==> src/rtl/aes_gcm_pkg.sv <==
// Shared types and helpers for the GCM GHASH/tag engine.
// Block vectors are [127:0] with bit 127 holding GCM bit 0 (the x^0 coefficient).
package aes_gcm_pkg;

  typedef enum logic [2:0] {IDLE, AAD, CT, LEN, TAG} ghash_state_t;

  localparam logic [127:0] GF_R = 128'hE1 << 120;

  typedef logic [127:0] block_t;

  // Keep the first r message bits of a block; r == 0 means a full block.
  function automatic block_t fn_mask_block(block_t b, int r);
    block_t keep;
    keep = '1;
    if (r > 0 && r < 128) keep = ~(keep >> r);
    return b & keep;
  endfunction

endpackage

==> src/rtl/gf128_digit_mult.sv <==
// GF(2^128) multiplier in GCM bit order, DIGIT_W bits of X per cycle, 128/DIGIT_W cycles.
// The first digit is folded in on the start edge so o_busy clears in the cycle o_done pulses.
module gf128_digit_mult
  import aes_gcm_pkg::*;
#(
  parameter int DIGIT_W = 8
) (
  input  logic         clk,
  input  logic         rst,
  input  logic         i_start,
  input  logic [127:0] i_x,
  input  logic [127:0] i_h,
  output logic         o_busy,
  output logic         o_done,
  output logic [127:0] o_z
);
  localparam int M  = 128 / DIGIT_W;
  localparam int CW = (M > 1) ? $clog2(M) : 1;

  block_t        r_x, r_v, r_z;
  logic [CW-1:0] r_cnt;
  logic          r_busy, r_done;

  logic   w_load;
  block_t w_x, w_v, w_z;

  always_comb begin
    w_load = i_start && !r_busy;
    w_x    = w_load ? i_x : r_x;
    w_v    = w_load ? i_h : r_v;
    w_z    = w_load ? '0  : r_z;
    for (int j = 0; j < DIGIT_W; j++) begin
      if (w_x[127-j]) w_z = w_z ^ w_v;
      w_v = w_v[0] ? ((w_v >> 1) ^ GF_R) : (w_v >> 1);
    end
  end

  always_ff @(posedge clk or posedge rst) begin
    if (rst) begin
      r_x    <= '0;
      r_v    <= '0;
      r_z    <= '0;
      r_cnt  <= '0;
      r_busy <= 1'b0;
      r_done <= 1'b0;
    end else begin
      r_done <= 1'b0;
      if (w_load) begin
        r_z   <= w_z;
        r_v   <= w_v;
        r_x   <= i_x << DIGIT_W;
        r_cnt <= CW'(1);
        if (M == 1) r_done <= 1'b1;
        else        r_busy <= 1'b1;
      end else if (r_busy) begin
        r_z   <= w_z;
        r_v   <= w_v;
        r_x   <= r_x << DIGIT_W;
        r_cnt <= r_cnt + 1'b1;
        if (r_cnt == CW'(M - 1)) begin
          r_busy <= 1'b0;
          r_done <= 1'b1;
        end
      end
    end
  end

  assign o_busy = r_busy;
  assign o_done = r_done;
  assign o_z    = r_z;
endmodule

==> src/rtl/aes_gcm_ghash_engine.sv <==
// Streaming GHASH/tag engine: AAD then CT blocks over valid/ready, length block, tag = MSBs(S ^ E(K,J0)).
// One block per 128/DIGIT_W cycles; tag valid 2M+1 cycles after the last block, held until accepted.
module aes_gcm_ghash_engine
  import aes_gcm_pkg::*;
#(
  parameter int DIGIT_W = 8,
  parameter int TAG_W   = 128,
  parameter int LEN_W   = 39
) (
  input  logic             clk,
  input  logic             rst,
  input  logic             i_start,
  input  logic [127:0]     i_h,
  input  logic [127:0]     i_encrypted_j0,
  input  logic [LEN_W-1:0] i_aad_bits,
  input  logic [LEN_W-1:0] i_ct_bits,
  input  logic [127:0]     i_blk,
  input  logic             i_blk_valid,
  output logic             o_blk_ready,
  output logic             o_busy,
  output logic [TAG_W-1:0] o_tag,
  output logic             o_tag_valid,
  input  logic             i_tag_ready
);
  localparam int CNT_W = LEN_W - 7 + 1;

  ghash_state_t     r_state, w_state_nxt;
  block_t           r_h, r_ej0, r_s;
  logic [LEN_W-1:0] r_aad_bits, r_ct_bits;
  logic [CNT_W-1:0] r_na, r_nc;
  logic             r_len_go;
  logic [TAG_W-1:0] r_tag;
  logic             r_tag_vld;

  logic             w_mult_busy, w_mult_done, w_mult_start;
  block_t           w_mult_z, w_mult_x, w_s_cur, w_tag_full;
  logic             w_start, w_xfer, w_last, w_len_start, w_len_done;
  logic [6:0]       w_rem;
  logic [CNT_W-1:0] w_na_init, w_nc_init;

  always_comb begin
    w_start     = (r_state == IDLE) && i_start;
    w_na_init   = {1'b0, i_aad_bits[LEN_W-1:7]} + {{(CNT_W-1){1'b0}}, |i_aad_bits[6:0]};
    w_nc_init   = {1'b0, i_ct_bits[LEN_W-1:7]} + {{(CNT_W-1){1'b0}}, |i_ct_bits[6:0]};
    o_blk_ready = ((r_state == AAD) || (r_state == CT)) && !w_mult_busy;
    w_xfer      = o_blk_ready && i_blk_valid;
    w_last      = (r_state == AAD) ? (r_na == CNT_W'(1)) : (r_nc == CNT_W'(1));
    w_rem       = (r_state == AAD) ? r_aad_bits[6:0] : r_ct_bits[6:0];
    // The product lands in r_s one cycle after done; forward it so back-to-back blocks see it.
    w_s_cur     = w_mult_done ? w_mult_z : r_s;
    w_len_start = (r_state == LEN) && !r_len_go && !w_mult_busy;
    w_len_done  = (r_state == LEN) && r_len_go && w_mult_done;
    w_mult_start = w_xfer || w_len_start;
    w_mult_x    = w_s_cur ^ (w_xfer ? fn_mask_block(i_blk, w_last ? int'(w_rem) : 0)
                                    : {64'(r_aad_bits), 64'(r_ct_bits)});
    w_tag_full  = w_mult_z ^ r_ej0;
  end

  always_ff @(posedge clk or posedge rst) begin
    if (rst) r_state <= IDLE;
    else     r_state <= w_state_nxt;
  end

  always_comb begin
    w_state_nxt = r_state;
    case (r_state)
      IDLE: if (i_start) w_state_nxt = (|i_aad_bits) ? AAD : ((|i_ct_bits) ? CT : LEN);
      AAD:  if (w_xfer && w_last) w_state_nxt = (r_nc != '0) ? CT : LEN;
      CT:   if (w_xfer && w_last) w_state_nxt = LEN;
      LEN:  if (w_len_done) w_state_nxt = TAG;
      TAG:  if (i_tag_ready) w_state_nxt = IDLE;
      default: w_state_nxt = IDLE;
    endcase
  end

  always_ff @(posedge clk or posedge rst) begin
    if (rst) begin
      r_h        <= '0;
      r_ej0      <= '0;
      r_s        <= '0;
      r_aad_bits <= '0;
      r_ct_bits  <= '0;
      r_na       <= '0;
      r_nc       <= '0;
      r_len_go   <= 1'b0;
      r_tag      <= '0;
      r_tag_vld  <= 1'b0;
    end else begin
      if (w_start) begin
        r_h        <= i_h;
        r_ej0      <= i_encrypted_j0;
        r_aad_bits <= i_aad_bits;
        r_ct_bits  <= i_ct_bits;
        r_na       <= w_na_init;
        r_nc       <= w_nc_init;
        r_s        <= '0;
        r_len_go   <= 1'b0;
      end else begin
        if (w_mult_done) r_s <= w_mult_z;
        if (w_xfer) begin
          if (r_state == AAD) r_na <= r_na - 1'b1;
          else                r_nc <= r_nc - 1'b1;
        end
        if (w_len_start) r_len_go <= 1'b1;
        if (w_len_done)  r_tag <= w_tag_full[127 -: TAG_W];
      end
      r_tag_vld <= (w_state_nxt == TAG);
    end
  end

  gf128_digit_mult #(.DIGIT_W(DIGIT_W)) u_mult (
    .clk     (clk),
    .rst     (rst),
    .i_start (w_mult_start),
    .i_x     (w_mult_x),
    .i_h     (w_start ? i_h : r_h),
    .o_busy  (w_mult_busy),
    .o_done  (w_mult_done),
    .o_z     (w_mult_z)
  );

  assign o_busy      = (r_state != IDLE);
  assign o_tag       = r_tag;
  assign o_tag_valid = r_tag_vld;
endmodule

==> config.mk <==
export PLATFORM = sky130hd
export DESIGN_NAME = aes_gcm_ghash_engine
export DESIGN_NICKNAME = d
export VERILOG_FILES = /design/src/rtl/aes_gcm_pkg.sv /design/src/rtl/gf128_digit_mult.sv /design/src/rtl/aes_gcm_ghash_engine.sv
export SDC_FILE = /design/constraint.sdc
export NUM_CORES = 2
export LEC_CHECK = 0
export CELL_PAD_IN_SITES_DETAIL_PLACEMENT = 2
export CELL_PAD_IN_SITES_GLOBAL_PLACEMENT = 2
export CORE_UTILIZATION = 39
export CTS_BUF_LIST = sky130_fd_sc_hd__clkbuf_16
export CTS_CLUSTER_SIZE = 8
export DETAILED_ROUTE_END_ITERATION = 16
export PLACE_DENSITY = 0.89
export SYNTH_ARGS = -nofsm -noshare
export SYNTH_HDL_FRONTEND = slang
export SYNTH_SLANG_ARGS = --single-unit
==> constraint.sdc <==
create_clock -name clk -period 66.8 [get_ports clk]
set_clock_uncertainty 0.2 [all_clocks]
set_input_delay 13.36 -clock clk [delete_from_list [all_inputs] [get_ports clk]]
set_output_delay 13.36 -clock clk [all_outputs]
set_load 0.05 [all_outputs]
# Word level (Yosys, flattened, before mapping)
# Index checks and enable logic that the tools add are counted.
# W data, S select, Z words.
[op_classes]
n_addsub = 5
n_lt_le_gt_ge = 2
n_eq_ne = 9
n_mux = 58
n_shift = 1
reduce_logical = 28
bitwise = 21
[ops]
columns = ["operator", "n"]
rows = [
  ["$mux W128", 30],
  ["$xor A128 B128 Y128", 10],
  ["$mux W33", 6],
  ["$and A128 B128 Y128", 1],
  ["$not A128 Y128", 1],
  ["$shr A128 B7 Y128 const A", 1],
  ["$reduce_or A39 Y1", 2],
  ["$add A32 B1 Y33", 2],
  ["$eq A33 B1 Y1 const B", 2],
  ["$sub A33 B1 Y33 const B", 2],
  ["$reduce_bool A33 Y1", 1],
  ["$not A3 Y4", 8],
  ["$mux W3", 5],
  ["$pmux W3 S5", 1],
  ["$mux W7", 2],
  ["$reduce_or A7 Y1", 2],
  ["$mux W1", 11],
  ["$logic_and A1 B1 Y1", 10],
  ["$lt A7 B8 Y1 const B", 1],
  ["$mux W4", 2],
  ["$reduce_bool A2 Y1", 4],
  ["$gt A7 B1 Y1 const B", 1],
  ["$eq A3 B2 Y1 const B", 2],
  ["$eq A3 B3 Y1 const B", 2],
  ["other kinds (11)", 15],
]
[totals]
reg_bits = 1051
wordCells = 141
out_inout_bits = 131
inputBits = 467

# Longest topological paths before layout
[depth]
ltp_word = 27
depth_mapped = 16

# Hierarchy
# From an unflattened synthesis, not the netlist that was laid out.
[hier_totals]
cells_unflattened = 7921
area_unflattened_um2 = 68167.9
[modules_own_cells]
columns = ["mod", "instances", "area_each_um2", "cells_per_inst"]
rows = [
  ["gf128_digit_mult", 1, 35446.5, 4164],
  ["aes_gcm_ghash_engine", 1, 32721.4, 3757],
]

# Worst setup path before layout
# Ideal clock, no wire load.
[synth_timing]
kind = "input to register"
from = "input i_start"
to = "register u_mult.r_z[125] (netlist: u_mult.o_z[125])"
setup_ps = 132
cell_stages = 12
required_time_ps = 66468
arrival_ps = 16338
path_slack_ps = 50130
cell_sequence = "nor4b_1 clkbuf_1 mux2_2 mux2i_1 xnor2_1 xor2_1 nand3_1 xor2_1 xnor2_1 xnor3_1 xnor2_1 o21ai_1"
[synth_via]
elab_cells_between_ends = 35
classes_between = "mux (19); bitwise (15); reduce/logical (1)"
[synth_lines]
columns = ["element", "line", "rtl"]
rows = [
  ["from (decl)", "aes_gcm_ghash_engine.sv:12", "input logic i_start,"],
  ["$logic_and A1 B1 Y1 *", "aes_gcm_ghash_engine.sv:42", "w_start = (r_state == IDLE) && i_start;"],
  ["$mux W128 *", "n/a", ""],
  ["net u_mult.i_h[0]", "gf128_digit_mult.sv:12", "input logic [127:0] i_h,"],
  ["$mux W128 *", "gf128_digit_mult.sv:30", "w_v = w_load ? i_h : r_v;"],
  ["$mux W128 *", "gf128_digit_mult.sv:34", "w_v = w_v[0] ? ((w_v >> 1) ^ GF_R) : (w_v >> 1);"],
  ["$xor A128 B128 Y128 or $not A3 Y4 (tied branches)", "n/a", ""],
  ["$mux W128 (on tied branches)", "gf128_digit_mult.sv:33, gf128_digit_mult.sv:34", ""],
  ["$xor A128 B128 Y128 or $not A3 Y4 (tied branches)", "n/a", ""],
  ["[... 5 more ...]", "n/a", ""],
  ["$xor A128 B128 Y128", "gf128_digit_mult.sv:33", "if (w_x[127-j]) w_z = w_z ^ w_v;"],
  ["$mux W128 *", "gf128_digit_mult.sv:33", ""],
  ["$xor A128 B128 Y128", "gf128_digit_mult.sv:33", ""],
  ["$mux W128 *", "gf128_digit_mult.sv:33", ""],
  ["$xor A128 B128 Y128", "gf128_digit_mult.sv:33", ""],
  ["$mux W128 *", "gf128_digit_mult.sv:33", ""],
  ["$mux W128", "gf128_digit_mult.sv:55", "end else if (r_busy) begin"],
  ["$mux W128 *", "gf128_digit_mult.sv:48", "if (w_load) begin"],
  ["to (signal assigned)", "gf128_digit_mult.sv:49", "r_z <= w_z;"],
  ["to (signal assigned)", "gf128_digit_mult.sv:56", "r_z <= w_z;"],
  ["to (decl)", "gf128_digit_mult.sv:20", "block_t r_x, r_v, r_z;"],
]
# Mark *: on every way through the listed nets, which the timed path passes. The rest lies on a longest branch. The select of a mux whose other input is x is not followed.
# A chain may end at the register's enable or synchronous reset.

# Worst setup path after layout
[layout_timing]
from = "input i_blk_valid"
to = "register u_mult.r_z[92] (netlist: u_mult.o_z[92])"
[layout_via]
elab_chain_cells = 22
elab_cells_between_ends = 34
classes_between = "mux (21); bitwise (9); reduce/logical (4)"
[layout_rtl]
columns = ["element", "line", "rtl"]
rows = [
  ["from (decl)", "aes_gcm_ghash_engine.sv:18", "input logic i_blk_valid,"],
  ["$logic_and A1 B1 Y1 *", "aes_gcm_ghash_engine.sv:46", "w_xfer = o_blk_ready && i_blk_valid;"],
  ["$logic_or A1 B1 Y1", "aes_gcm_ghash_engine.sv:53", "w_mult_start = w_xfer || w_len_start;"],
  ["$logic_and A1 B1 Y1", "gf128_digit_mult.sv:28", "w_load = i_start && !r_busy;"],
  ["$mux W128 (on tied branches)", "gf128_digit_mult.sv:31, gf128_digit_mult.sv:30", ""],
  ["$xor A128 B128 Y128", "gf128_digit_mult.sv:33", ""],
  ["$mux W128", "gf128_digit_mult.sv:33", ""],
  ["$xor A128 B128 Y128", "gf128_digit_mult.sv:33", ""],
  ["$mux W128", "gf128_digit_mult.sv:33", ""],
  ["[... 6 more ...]", "n/a", ""],
  ["$xor A128 B128 Y128", "gf128_digit_mult.sv:33", ""],
  ["$mux W128", "gf128_digit_mult.sv:33", ""],
  ["$xor A128 B128 Y128", "gf128_digit_mult.sv:33", ""],
  ["$mux W128", "gf128_digit_mult.sv:33", ""],
  ["$xor A128 B128 Y128", "gf128_digit_mult.sv:33", ""],
  ["$mux W128", "gf128_digit_mult.sv:33", ""],
  ["$mux W128", "gf128_digit_mult.sv:55", ""],
  ["$mux W128", "gf128_digit_mult.sv:48", ""],
]
# Every way passes the cells marked *; elsewhere a longest branch is shown, timed or not. The select of a mux whose other input is x is not followed.

==> results.json <==
{
  "setup_slack_ns": 47.79,
  "route.detailed.wl_per_inst_um": 29.5,
  "dp_hpwl_um": 196000,
  "synth-async-reset-ratio": 1.00,
  "globalplace.congestion": 0.933,
  "cts_hold_buf": 0,
  "status": "complete, no violations",
  "holdPathStages": 2,
  "initialDrtViolationCount": 4918,
  "cts_tree": "done",
  "timing.max_cap.violations": 0,
  "min_from": "r_ct_bits[37]",
  "maxSlewHeadroom": 0.0307,
  "global_route_usage_sum": 0.353,
  "worstRegToRegCells": 13,
  "wire_length_of_the_first_global_routing_pass_um": 435000,
  "synthesis.area_sq_um": 63600,
  "crit_path_top_delay_cell": "buf_4",
  "core_sq_um": 161000,
  "yosysUniqueCellTypes": 71,
  "leakagePower_nw": 31.2,
  "vdd_ir_drop_max_uv": 55.2,
  "drt_pre_antenna_iters": 6,
  "cts.htree.levels": 4,
  "routed-wl-met2_um": 139000,
  "worstSetupStartpointType": "input pin",
  "routed.top_layer": "met5",
  "grt_antenna_before_repair": 30,
  "floorplan.initialDensity": 0.394,
  "place_ws_ns": 47.41,
  "syn_area_cell_sq_um": 8.60,
  "die_width_um": 406,
  "post_cts_resize_count": 0,
  "first_global_vias": 64900,
  "criticalPathCategory": "input pin to flop",
  "syn_inst": 7398,
  "clock.fmax_mhz": 52.6,
  "drt-vias-per-instance": 5.92,
  "chipHeight_um": 406,
  "cts.sinks": 1043,
  "crit_path_max_incr_delay_ns": 0.94,
  "critical_path.reg2reg.endpoint": "u_mult.o_z[92]",
  "wirelength_met1_um": 117000,
  "post-cts-setup-buffers": 0,
  "layout.cells.most_common": "nand2_1",
  "number_of_top_level_pins": 598,
  "clkLatencyLatePin_ns": 0.82,
  "clk_pin_slew_worst_paths_ns": 0.06,
  "globalRoute.totalOverflow": 0,
  "worstReg2RegStart": "r_na[2]",
  "synthesis.yosys.warnings": 0,
  "maximum_root_to_sink_buffer_count": 3,
  "wl_met3_um": 21800,
  "setup_viol": 0,
  "route.antenna.remaining_nets": 0,
  "post-route-drc-count": 0,
  "layout.nets": 8235,
  "end_kind": "flop",
  "dieArea_sq_um": 165000,
  "synth_fp_nets": 7875,
  "power_density_nw_per_um2": 62.4,
  "vias": 59000,
  "cts_root_buf": "clkbuf_16",
  "critical_path_peak_fanout": 165,
  "synth_edf_count": 0,
  "worst_hold_path.endpoint": "r_ct_bits[37]",
  "buffer_ports.inserted": 597,
  "final_min_period_over_clock_period": 0.285,
  "rsz0062_at_grt": "no",
  "flow.area_growth_from_synthesis_pct": 18.7,
  "synth_ff_type": "dfrtp_1",
  "worstHoldPathType": "flop to flop",
  "report.final.hold_viol_count": 0,
  "share_of_synthesized_area_occupied_by_flip_flops_and_latches": 0.410,
  "postSynthRegisterBits": 1043,
  "std_cell_rows": 147,
  "crit_chain": "clkdlybuf4s50_1, a21oi_1, a311oi_4, buf_12, buf_4, nand2_1, o21ai_0, mux2_4, buf_4, nor2_1, xnor3_1, xor2_1, xnor2_1, o21ai_0",
  "layout_min_cycle_time_ns": 19.01,
  "final-max-slew-violation-count": 0,
  "finalSetupTns_ns": 0,
  "worst_slew_pin_slew_ns": 1.44,
  "grt_max_degree": 258,
  "final_layout_size_suffix_gt1_frac": 0.0388,
  "worstPathRequired_ns": 67.23,
  "layout.cells.most_common_list": "1284 x nand2_1, 1236 x nor2_1, 1040 x dfrtp_1",
  "wire_length_reported_by_the_detailed_router_um": 294000,
  "rrSetupSlack_ns": 59.62,
  "tritoncts_buffers": 151,
  "cp.arrival_ns": 19.44
}
==> report_power, final <==
part	internal, mW	switching [mW]	total (mW)	leakage (nW)
clock	0.413	0.321	0.734	2.11
sequential	0.930	0.323	1.25	12.9
combinational	1.08	1.64	2.72	16.2
total	2.43	2.28	4.71	31.2
==> cell usage after synthesis (5+ instances only) <==
cell	number	area, sq um
nand2_1	1286	4830
nor2_1	1240	4650
dfrtp_1	1043	26100
xnor2_1	731	6400
a21oi_1	478	2390
o21ai_0	423	2120
xor2_1	393	3440
clkbuf_1	376	1410
mux2i_1	371	3710
o22ai_1	136	851
inv_1	135	507
xnor3_1	127	2860
nand3_1	82	410
o21ai_1	77	385
nor3_1	42	210
nor4_1	41	257
buf_1	40	150
buf_2	39	195
a32oi_1	37	324
nor2b_1	31	194
and3_1	26	163
nand2b_1	25	156
o211ai_1	20	150
nand4_1	19	119
a211oi_1	16	120
a22oi_1	14	105
mux2_2	14	158
a22o_1	12	105
or3_1	12	75.1
ha_1	10	125
a31oi_1	9	56.3
buf_4	9	67.6
buf_6	9	101
a311oi_1	5	43.8
a41oi_1	5	43.8
==> worst max path at each step <==
stage / end / slack (ns) / cells after the start / startpoint
6_report: u_mult.o_z[92] / 47.79 / 14 / i_blk_valid
3_3_place_gp: u_mult.o_z[94] / 47.72 / 14 / i_blk_valid
2_1_floorplan: o_tag[0] / 23.88 / 1 / rst
5_1_grt: u_mult.o_z[107] / 47.79 / 14 / i_blk_valid
3_5_place_dp: u_mult.o_z[107] / 47.41 / 14 / i_blk_valid
4_1_cts: u_mult.o_z[107] / 48.10 / 14 / i_blk_valid
==> critical path, delay by kind of cell <==
kind,cells,cell delay (ns)
XOR/XNOR,3,0.86
AO/OA/AOI/OAI,4,0.71
buffers and inverters,4,2.88
AND/OR/NAND/NOR,2,0.34
multiplexers,1,0.78
==> layer usage <==
metal / global-route usage / up-vias
met5: 0 / -
met4: 0.200 / 24
met3: 0.0738 / 743
met2: 0.570 / 2475
met1: 0.436 / 30800
li1: - / 25000
==> flip-flops by register name, indices dropped and copies added, names as in the netlist <==
signal / count
u_mult.o_done: 1
u_mult.r_x: 120
u_mult.o_z: 128
r_nc: 33
r_ct_bits: 39
o_tag: 128
r_ej0: 128
r_len_go: 1
u_mult.r_cnt: 4
r_state: 3
r_h: 128
u_mult.o_busy: 1
r_aad_bits: 39
u_mult.r_v: 128
r_na: 33
o_tag_valid: 1
r_s: 128
==> area by class of cell <==
cell class | instances | area [sq um]
Clock buffer | 151 | 3780
Multi-Input combinational cell | 5746 | 35200
Sequential cell | 1043 | 26100
Timing Repair Buffer | 680 | 6710
Clock inverter | 35 | 430
Tap cell | 2160 | 2700
Antenna cell | 18 | 45.0
Fill cell | 17300 | 85800
Inverter | 136 | 518
==> per-stage QoR <==
stage	total power [mW]	util	hold slack [ns]	instance area (sq um)	std cells
6_report	4.71	0.468	0.276	75500	9969
5_1_grt	4.93	0.468	0.298	75500	9961
4_1_cts	4.69	0.468	0.281	75500	9951
3_5_place_dp	3.87	0.442	0.265	71200	9765
3_3_place_gp	3.68	0.442	0.261	71200	9765
2_1_floorplan	3.04	-	0.246	63600	7398
==> cell families after synthesis <==
family	Yosys count	synth area share
AO/OA/AOI/OAI	1266	0.111
flip-flops	1043	0.410
buffers and inverters	609	0.0383
XOR/XNOR	1251	0.200
adder cells (fa/ha/maj)	10	0.00197
multiplexers	386	0.0611
AND/OR/NAND/NOR	2833	0.178
(Power assumes the default switching activity.)
